File: src/rtl/cp0_pkg.sv
// CP0 register numbers and bit positions shared by the interrupt controller files.
// No logic, no latency; constants only.
// No flow control.
package cp0_pkg;

   typedef logic [4:0] cp0_sel_t;

   localparam cp0_sel_t CP0_SEL_SR    = 5'd12;
   localparam cp0_sel_t CP0_SEL_CAUSE = 5'd13;
   localparam cp0_sel_t CP0_SEL_EPC   = 5'd14;
   localparam cp0_sel_t CP0_SEL_PRID  = 5'd15;
   localparam cp0_sel_t CP0_SEL_EDGE  = 5'd16;

   localparam int SR_IE   = 0;
   localparam int SR_EXL  = 1;
   localparam int IM_BASE = 10;

   localparam logic [4:0] EXC_INT = 5'd0;

endpackage

File: src/rtl/cp0_int_line.sv
// One interrupt line: optional 2-flop synchroniser (CP0_INT_SYNC_EN), edge detect, sticky IP.
// IP follows the sampled line 1 edge later (3 edges with the synchroniser).
// No backpressure; W1C clear loses to a coincident new edge.
module cp0_int_line (
   input  logic clk,
   input  logic rst,
   input  logic hwint,
   input  logic edge_mode,
   input  logic w1c,
   output logic ip
);

   logic s;
   logic s_q;

`ifdef CP0_INT_SYNC_EN
   logic [1:0] sync;

   always_ff @(posedge clk or negedge rst) begin
      if (!rst) sync <= 2'b00;
      else      sync <= {sync[0], hwint};
   end

   assign s = sync[1];
`else
   assign s = hwint;
`endif

   always_ff @(posedge clk or negedge rst) begin
      if (!rst) begin
         s_q <= 1'b0;
         ip  <= 1'b0;
      end else begin
         s_q <= s;
         // set term is OR'd last so a new edge survives a same-cycle clear
         if (edge_mode) ip <= (ip & ~w1c) | (s & ~s_q);
         else           ip <= s;
      end
   end

endmodule

File: src/rtl/cp0_intc.sv
// CP0 with SR/Cause/EPC/PrID/EdgeMode, per-line interrupt capture and fixed-priority IntId.
// IntReq rises 1 edge after a line is sampled high (3 with CP0_INT_SYNC_EN); DOut is combinational.
// No backpressure; EXLSet beats EXLClr and same-cycle writes to EPC or SR.EXL.
module cp0_intc
   import cp0_pkg::*;
#(
   parameter int          INT_CNT = 6,
   parameter logic [31:0] PRID    = 32'h0000_4D50
) (
   input  logic                         clk,
   input  logic                         rst,
   input  logic [29:0]                  PC,
   input  logic [31:0]                  Din,
   input  logic [4:0]                   Sel,
   input  logic                         Wen,
   input  logic                         EXLSet,
   input  logic                         EXLClr,
   input  logic [INT_CNT:1]             HWInt,
   output logic                         IntReq,
   output logic [$clog2(INT_CNT+1)-1:0] IntId,
   output logic [29:0]                  EPC,
   output logic [31:0]                  DOut
);

   localparam int IDW = $clog2(INT_CNT+1);

   logic               ie;
   logic               exl;
   logic [INT_CNT:1]   im;
   logic [INT_CNT:1]   edge_mode;
   logic [INT_CNT:1]   ip;
   logic [INT_CNT:1]   w1c;
   logic [INT_CNT:1]   elig;
   logic               sr_wr, cause_wr, epc_wr, edge_wr;

   assign sr_wr    = Wen && (Sel == CP0_SEL_SR);
   assign cause_wr = Wen && (Sel == CP0_SEL_CAUSE);
   assign epc_wr   = Wen && (Sel == CP0_SEL_EPC);
   assign edge_wr  = Wen && (Sel == CP0_SEL_EDGE);

   always_ff @(posedge clk or negedge rst) begin
      if (!rst) begin
         ie        <= 1'b0;
         exl       <= 1'b0;
         im        <= '0;
         edge_mode <= '0;
         EPC       <= '0;
      end else begin
         if (sr_wr) begin
            ie <= Din[SR_IE];
            im <= Din[IM_BASE +: INT_CNT];
         end
         if (EXLSet)      exl <= 1'b1;
         else if (sr_wr)  exl <= Din[SR_EXL];
         else if (EXLClr) exl <= 1'b0;
         if (EXLSet)      EPC <= PC;
         else if (epc_wr) EPC <= Din[31:2];
         if (edge_wr) edge_mode <= Din[INT_CNT-1:0];
      end
   end

   assign w1c = {INT_CNT{cause_wr}} & Din[IM_BASE +: INT_CNT];

   for (genvar gi = 1; gi <= INT_CNT; gi++) begin : g_line
      cp0_int_line u_line (
         .clk       (clk),
         .rst       (rst),
         .hwint     (HWInt[gi]),
         .edge_mode (edge_mode[gi]),
         .w1c       (w1c[gi]),
         .ip        (ip[gi])
      );
   end

   assign elig   = ip & im;
   assign IntReq = (|elig) & ie & ~exl;

   // scan downwards so the lowest-numbered eligible line wins
   always_comb begin
      IntId = '0;
      for (int i = INT_CNT; i >= 1; i--) begin
         if (elig[i]) IntId = IDW'(i);
      end
   end

   always_comb begin
      DOut = '0;
      case (Sel)
         CP0_SEL_SR: begin
            DOut[SR_IE]               = ie;
            DOut[SR_EXL]              = exl;
            DOut[IM_BASE +: INT_CNT]  = im;
         end
         CP0_SEL_CAUSE: begin
            DOut[IM_BASE +: INT_CNT]  = ip;
            DOut[6:2]                 = EXC_INT;
         end
         CP0_SEL_EPC:  DOut = {EPC, 2'b00};
         CP0_SEL_PRID: DOut = PRID;
         CP0_SEL_EDGE: DOut[INT_CNT-1:0] = edge_mode;
         default:      DOut = '0;
      endcase
   end

endmodule
File: config.mk
export PLATFORM = sky130hd
export DESIGN_NAME = cp0_intc
export DESIGN_NICKNAME = d
export VERILOG_FILES = /design/src/rtl/cp0_pkg.sv /design/src/rtl/cp0_int_line.sv /design/src/rtl/cp0_intc.sv
export SDC_FILE = /design/constraint.sdc
export NUM_CORES = 1
export LEC_CHECK = 0
export BUFFER_PORTS_ARGS = -buffer_cell sky130_fd_sc_hd__buf_4
export CORE_UTILIZATION = 35
export CTS_CLUSTER_SIZE = 30
export DETAILED_ROUTE_END_ITERATION = 16
export GPL_TIMING_DRIVEN = 0
export PLACE_DENSITY_LB_ADDON = 0.1
export SKIP_LAST_GASP = 1
export SLEW_MARGIN = 20
export SYNTH_ARGS = -nofsm -noshare
export SYNTH_HDL_FRONTEND = slang
export SYNTH_SLANG_ARGS = --single-unit
File: constraint.sdc
create_clock -name clk -period 2.5 [get_ports clk]
set_clock_uncertainty 0.15 [all_clocks]
set_input_delay 0 -clock clk [delete_from_list [all_inputs] [get_ports clk]]
set_output_delay 0 -clock clk [all_outputs]
set_load 0.01 [all_outputs]
# Word-level counts from Yosys, hierarchy flattened
# Index checks and enable logic that the tools add are counted.
# totals
output_inout_bits	66
word_cells	87
inputBits	78
register_bits	56
# classes
n_reduce_logical	7
muxes	23
bitwise	35
eq_ne	5
# op_table
op	count
30-bit 2-to-1 mux	2
6-bit case mux with 4 select lines	1
5-bit by 4-bit equality test with 1-bit output, second input constant	4
3-bit 2-to-1 mux	6
16-bit 2-to-1 mux	1
1-bit AND	14
1-bit NOT	13
6-bit AND	2
4-bit case mux with 3 select lines	1
1-bit 2-to-1 mux	9
1-bit OR	6
3-bit case mux with 2 select lines	1
6-bit OR reduction	1
5-bit equality test, second input constant	1
1-bit logical AND	4
2-bit case mux with 2 select lines	1
3-bit nonzero test	1
1-bit case mux with 2 select lines	1
2-bit nonzero test	1

# Depth between registers and ports, before layout
# Gate-level depths: netlist (run 1).
# depth
depth_word	7
depth_mapped	6
mapped_depth_nobuf	3

# Hierarchy
# From an unflattened synthesis (run 1), not the netlist that was laid out.
# hier_totals
cells_unflattened	294
hier_area_um2	2974.1
# modules_own_cells
mod	cells_each	area_each_um2	n_inst	seq_area_each_um2
cp0_intc	264	2538.7	1	1101.1
cp0_int_line	5	72.6	6	50.0

# Least setup slack after synthesis (run 1)
# No wires, ideal clock.
# synth_timing
path_type	register to output
start	register im[2] (netlist bit)
end	output port IntId[2]
t_required_ns	2.350
n_path_buf	0
arrival_time_ns	0.969
path_stages_with_launch	4
path_slack_ns	1.381
path_cell_list	dfrtp_1 a22o_1 a21oi_1 nor2b_1
# synth_via
elab_chain_len	3
# synth_rtl
element	line	text
start: declaration	cp0_intc.sv:29	logic [INT_CNT:1] im;
start signal: assignment	cp0_intc.sv:51	im <= Din[IM_BASE +: INT_CNT];
6-bit AND	cp0_intc.sv:75	assign elig = ip & im;
3-bit 2-to-1 mux (2 in series)	cp0_intc.sv:82	if (elig[i]) IntId = IDW'(i);
end: declaration	cp0_intc.sv:20	output logic [$clog2(INT_CNT+1)-1:0] IntId,
# No other way between the ends.

# Worst setup path after layout (run 1)
# layout_timing
start	input port Sel[1]
end	output port DOut[2]
# layout_via
elab_chain_len	2
elab_cells_between_ends	4
cone_classes	eq/ne: 3; mux: 1
# layout_rtl
element	line	text
start: declaration	cp0_intc.sv:14	input logic [4:0] Sel,
5-bit equality test or 5-bit by 4-bit equality test with 1-bit output (tied branches)	cp0_intc.sv:88	case (Sel)
4-bit case mux with 3 select lines (*)	cp0_intc.sv:88	
end: declaration	cp0_intc.sv:22	output logic [31:0] DOut
# Mark *: on every way between the ends. The rest lies on a longest branch, timed or not.

==> impl_metrics.env, run 1 <==
export IMPL_end_kind="output port"
export IMPL_async_flop_share_pct=100
export IMPL_min_to="EPC[13]"
export IMPL_critPathRequiredTime_ns=2.35
export IMPL_postRouteAntennaNets=0
export IMPL_numCtsBuffers=5
export IMPL_worst_r2r_endpoint="EPC[5]"
export IMPL_fillers=714
export IMPL_rr_worst_depth=3
export IMPL_cts_root_buf="clkbuf_8"
export IMPL_area_delta_synth_final_pct=68.7
export IMPL_clkTransAtPathRegs_ns=0.10
export IMPL_syn_area_per_cell_um2=9.73
export IMPL_ys_seq_area_share_pct=47.9
export IMPL_post_cts_resized=0
export IMPL_r2r_setup_slack_ns=1.02
export IMPL_clockBufferDepth=2
export IMPL_worstHoldPathCells=3
export IMPL_yosysTopAreaCellShare_pct=47.9
export IMPL_drt_wl_total_um=10800
export IMPL_cts_hold_buf=71
export IMPL_synth_compound_area_share_pct=23.3
export IMPL_arrival_ns=1.75
export IMPL_ctsHtreeMaxLevel=2
export IMPL_grt_pass1_vias=3280
export IMPL_final_setup_tns_ns=0
export IMPL_core_um2=7930
export IMPL_nNetsFinal=599
export IMPL_crit_type="input pin to output port"
export IMPL_yosys_area_share_simple_pct=17.1
export IMPL_hp_start="EXLSet"
export IMPL_start_kind="input pin"
export IMPL_seq_area_um2=1400
export IMPL_initial_core_util_pct=36.9
export IMPL_tightest_slew_ns=0.768
export IMPL_cp_max_fo=10
export IMPL_maxSlewHeadroom_pct=48.8
export IMPL_grt_util_all_layers_pct=25.1
export IMPL_rsz0062_at_grt="false"
export IMPL_hold_viol=0
export IMPL_synth_distinct_cells=33
export IMPL_antenna_found_initial=0
export IMPL_post_cts_setup_buffers=0
export IMPL_cts_sinks=56
export IMPL_wl_per_cell_um=17.4
export IMPL_grt_start_max_net_pins=57
export IMPL_die_height_um=93.5
export IMPL_synth_top_family_by_area="compound AO/OA/AOI/OAI gates"
export IMPL_die_w_um=93.5
export IMPL_port_buffers=142
export IMPL_synth_xor_area_share_pct=0
export IMPL_rows=32
export IMPL_overflow=0
export IMPL_gp_congestion=0.807
export IMPL_dr_pass1_iters=4
export IMPL_ys_seq_elements=56
export IMPL_total_leakage_power_uw=0.00224
export IMPL_vias=3304
export IMPL_power_uw=2410
export IMPL_powerDensity_nw_per_um2=487
export IMPL_dieArea_um2=8730
export IMPL_drive_above_1_share_pct=35.1
export IMPL_setup_viol=0
export IMPL_fin_crit_ns=1.90
export IMPL_clk_insertion_delay_late_ns=0.32
export IMPL_synth_fp_nets=379
export IMPL_num_antenna_cells=0
export IMPL_yosys_warnings=0
export IMPL_slew_viol_final=0
export IMPL_io_pins=144
export IMPL_first_iter_violations=162
export IMPL_yosys_top_cells_area="dfrtp_1, a31oi_1, mux2_2, o21ai_0, a2bb2oi_1"
export IMPL_viasPerCell=5.29
export IMPL_syn_area_um2=2930
export IMPL_hp_class="input pin to flop"
export IMPL_yosys_area_share_adder_pct=0
export IMPL_grt_first_pass_wirelength_um=16800
export IMPL_ys_flop_type="dfrtp_1"
export IMPL_cts_tree="built"
export IMPL_drc=0
export IMPL_max_freq_ghz=0.527
export IMPL_outcome="complete, no violations"
export IMPL_vdd_drop_max_v=0.000331
export IMPL_yosys_area_top_type="dfrtp_1"
export IMPL_synth_edf_count=0
export IMPL_synthMuxAreaShare_pct=7.18
export IMPL_synth_cells=301
export IMPL_period_share_pct=75.8
export IMPL_rr_startpoint="EPC[5]"
export IMPL_cap_violations=0
export IMPL_multi_input_area_um2=1390
export IMPL_hpwl_um=7290
==> placed cells by master, fill, tap and decap left out <==
cell and n:
and3_1 2, buf_4 148, nand4_2 1, a2bb2oi_1 14
nand2_4 1, a32o_1 9, nand4b_1 2, o22ai_1 3
a21boi_0 1, mux2_2 16, and2_1 18, inv_2 1
a21oi_1 6, clkbuf_1 15, or2_2 4, mux2i_1 3
a22oi_1 1, clkinv_2 1, and4b_1 1, nand3_1 22
dfrtp_1 56, inv_1 1, dlygate4sd3_1 71, clkbuf_8 5
a31oi_1 31, o2bb2ai_1 1, nand2b_1 2, bufinv_16 1
nor2_1 27, o21ai_0 30, nor2_4 1, a311o_1 1
nor2b_1 3, a22o_1 5, nand2_1 12, buf_1 2
buf_2 4
==> per-layer routing <==
| metal | global-route usage (%) | vias up | part of all wire, % |
|---|---|---|---|
| li1 | - | 1553 | - |
| met1 | 34.3 | 1606 | 45 |
| met2 | 41.8 | 135 | 48 |
| met3 | 3.98 | 10 | 5.9 |
| met4 | 5.77 | 0 | 0.91 |
| met5 | 0 | - | 0 |
==> sequential cells by signal, summed over array words and instances, names as in the netlist <==
register           flops
edge_mode              6
EPC                   30
g_line.u_line.s_q      6
g_line.u_line.ip       6
exl                    1
im                     6
ie                     1
==> power breakdown <==
group	total, uW	internal, uW	leakage [uW]	switching (uW)
Clock	612	298	0.0000552	313
Combinational	681	400	0.00154	281
Sequential	1110	1010	0.000651	100
Total	2410	1710	0.00224	694
==> synthesized netlist by cell type (3+ instances only) <==
master,instances
dfrtp_1,56
a31oi_1,31
o21ai_0,30
nor2_1,27
nand3_1,22
and2_1,18
mux2_2,16
a2bb2oi_1,14
clkbuf_1,14
nand2_1,12
a32o_1,9
a21oi_1,6
buf_4,6
a22o_1,5
buf_2,4
or2_2,4
mux2i_1,3
nor2b_1,3
o22ai_1,3
==> critical path, stage by stage <==
cell	delay, ns
buf_4	0.10
buf_4	0.17
nand4b_1	0.34
nor2_1	0.28
clkbuf_1	0.49
a22o_1	0.25
buf_4	0.12
==> layout make-up <==
class,instances,share of cell area (%)
Clock inverter,2,0.709
Tap cell,102,2.58
Multi-Input combinational cell,217,28.2
Sequential cell,56,28.4
Buffer,26,2.53
Inverter,2,0.152
Timing Repair Buffer,213,36.0
Clock buffer,6,1.47
==> through the flow <==
step                      hold WS [ns]  util, %  area (um2)  setup WS [ns]  cells
final                           0.0237     62.3        4940          0.604    624
after global placement         -0.0288     52.0        4120          0.660    545
after floorplan                 -0.446        -        2930           1.38    301
after detailed placement       -0.0345     52.0        4120          0.673    545
after CTS                       0.0332     62.3        4940          0.663    624
after global routing            0.0432     62.3        4940          0.490    624
==> worst max path at each step <==
stage                     slack (ns)  endpoint  cells after the start    from
after global placement          0.66   DOut[2]                      7  Sel[1]
final                           0.60   DOut[2]                      7  Sel[1]
after floorplan                 1.38  IntId[2]                      3   im[2]
after CTS                       0.66   DOut[2]                      7  Sel[1]
after detailed placement        0.67   DOut[3]                      7  Sel[1]
after global routing            0.49   DOut[3]                      7  Sel[1]
==> cell families (layout without fill, tap and decap cells) <==
logic type / Yosys count / count (layout)
AO/OA/AOI/OAI: 102 / 102
buffers and inverters: 28 / 249
flip-flops: 56 / 56
multiplexers: 19 / 19
AND/OR/NAND/NOR: 96 / 96
(Power assumes the default switching activity.)
==> run 2: changes to the inputs <==
- clock period: 2.5 -> 1.6 ns (I/O delays scaled with it)
==> run 2 against run 1 <==
Net effect: first-iteration DRC count decreased by 0.62%; sequential cell count stayed put; register-to-register slack lost 0.88 ns; via count increased by 0.64%; sequential share of layout area decreased by 0.77 points; worst setup slack worse by 0.57 ns; critical path type is now flop to output port.
==> impl_metrics.env, run 2 (synthesis gave the netlist of run 1 again) <==
export IMPL_clkTransAtPathRegs_ns=0.10
export IMPL_initial_core_util_pct=36.9
export IMPL_path_delay_family="flip-flops"
export IMPL_dr_pass1_iters=6
export IMPL_end_kind="output port"
export IMPL_grt_start_max_net_pins=57
export IMPL_switching_share_pct=29.0
export IMPL_cp_slowest_stage_delay_ns=0.43
export IMPL_design_area_um2=5090
export IMPL_grt_first_pass_wirelength_um=16800
export IMPL_port_buffers=142
export IMPL_powerDensity_nw_per_um2=758
export IMPL_die_height_um=93.5
export IMPL_postRouteAntennaNets=0
export IMPL_intPower_uw=2740
export IMPL_arrival_ns=1.42
export IMPL_critPathBufInv=1
export IMPL_cp_cell_sequence="mux2i_1, or2_2, a21oi_2, buf_4"
export IMPL_layout_commonest_cell="buf_4"
export IMPL_critPathRequiredTime_ns=1.45
export IMPL_area_delta_synth_final_pct=73.7
export IMPL_top_layer="met4"
export IMPL_cts_tree="built"
export IMPL_viasPerCell=5.26
export IMPL_rows=32
export IMPL_max_freq_ghz=0.638
export IMPL_cts_root_buf="clkbuf_8"
export IMPL_drc=0
export IMPL_overflow=0
export IMPL_die_w_um=93.5
export IMPL_period_share_pct=97.9
export IMPL_hold_ws_ns=0.0293
export IMPL_dp_cells=545
export IMPL_layout_common_cells="buf_4, dlygate4sd3_1, dfrtp_1"
export IMPL_hp_class="input pin to flop"
export IMPL_vias=3325
export IMPL_crit_type="flop to output port"
export IMPL_hpwl_um=7290
export IMPL_placed_area_um2=4120
export IMPL_p_comb_share_pct=29.8
export IMPL_tightest_slew_ns=0.770
export IMPL_drive_above_1_share_pct=40.2
export IMPL_io_pins=144
export IMPL_numCtsBuffers=5
export IMPL_drt_wl_total_um=10900
export IMPL_vdd_drop_max_v=0.000523
export IMPL_instances_no_fill=632
export IMPL_slew_viol_final=0
export IMPL_cp_slowest_cell="dfrtp_1"
export IMPL_power_share_sequential_pct=45.3
export IMPL_dp_slack_ns=-0.227
export IMPL_wl_met2_um=5200
export IMPL_power_uw=3850
export IMPL_maxSlewHeadroom_pct=48.7
export IMPL_largest_reg_flops=30
export IMPL_rsz0062_at_grt="true"
export IMPL_num_antenna_cells=0
export IMPL_outcome="complete, no violations"
export IMPL_p_sw_uw=1120
export IMPL_cts_sinks=56
export IMPL_cp_max_fo=4
export IMPL_routed_wl_met3_um=618
export IMPL_clkPwrFrac_pct=24.9
export IMPL_start_kind="flop"
export IMPL_fin_crit_ns=1.57
export IMPL_antenna_found_initial=0
export IMPL_setup_viol=0
export IMPL_grt_pass1_vias=3274
export IMPL_clockBufferDepth=2
export IMPL_total_leakage_power_uw=0.00233
export IMPL_nNetsFinal=607
export IMPL_hold_viol=0
export IMPL_gp_congestion=0.807
export IMPL_grt_util_all_layers_pct=25.2
export IMPL_core_um2=7930
export IMPL_largest_register="EPC"
export IMPL_first_iter_violations=161
export IMPL_met1_length_um=5030
export IMPL_wl_per_cell_um=17.3
export IMPL_cap_violations=0
export IMPL_ctsHtreeMaxLevel=2
export IMPL_layout_setup_ws_ns=0.0337
export IMPL_clk_insertion_delay_late_ns=0.32
export IMPL_dieArea_um2=8730
run 2: cell types whose count changed in the layout (fill, tap and decap cells not counted), moves of 2 or more:
cell	change
dfrtp_2	+2
clkbuf_2	+12
a21oi_1	-4
buf_6	+5
buf_2	-3
clkbuf_1	-12
buf_4	+6
dfrtp_1	-2
a21oi_2	+4
run 2: worst register-to-register path, delay by kind of cell, from the launching register on:
family	cells	cell delay, ns
buffers and inverters	1	0.59
DFF	1	0.39
AOI/OAI and AO/OA	2	0.27
run 2: area by class of cell:
class	instances	area [um2]
clock inverter	2	35.0
buffer	26	166
multi-input combinational	217	1440
clock buffer	6	72.6
fill	687	2840
inverter	2	7.51
tap	102	128
sequential	56	1400
timing repair buffer	221	1840
run 2: metal layers:
| metal | vias to the layer above | global-route usage, % |
|---|---|---|
| met1 | 1618 | 34.6 |
| met2 | 131 | 42.0 |
| li1 | 1568 | - |
| met3 | 8 | 3.98 |
| met5 | - | 0 |
| met4 | 0 | 5.38 |
run 2: timing repair:
action / 4_1_cts / 5_1_grt
setup endpoints to repair: 23 / 30
hold endpoints to repair: 112 / 0
buffers inserted: 1 / 7
hold buffers: 71 / 0
pin swaps: 1 / 5
gates resized for setup: 4 / 42
run 2: final timing paths:
kind,from,endpoint,slack [ns],cells past startpoint
worst max-delay path,g_line[3].u_line.ip,DOut[12],0.03,4
worst min-delay path,EXLSet,EPC[13],0.03,3
worst max register to register,EPC[18],EPC[18],0.14,3
worst min register to register,ie,ie,0.40,1
max in group asynchronous,rst,g_line[1].u_line.ip,0.62,2
min in group asynchronous,rst,im[6],0.14,2
run 2: metrics by stage:
step	util, %	setup TNS (ns)
2_1_floorplan	-	0
3_3_place_gp	52.0	-2.91
3_5_place_dp	52.0	-3.20
4_1_cts	62.5	-0.0298
5_1_grt	64.2	-0.152
6_report	64.2	0
run 2: power by group through the flow:
| stage | combinational [uW] | sequential (uW) | clock (uW) |
|---|---|---|---|
| 2_1_floorplan | 403 | 1760 | 0 |
| 3_3_place_gp | 879 | 1760 | 0 |
| 3_5_place_dp | 889 | 1760 | 0 |
| 4_1_cts | 1060 | 1740 | 966 |
| 5_1_grt | 1240 | 1770 | 1020 |
| 6_report | 1150 | 1750 | 961 |
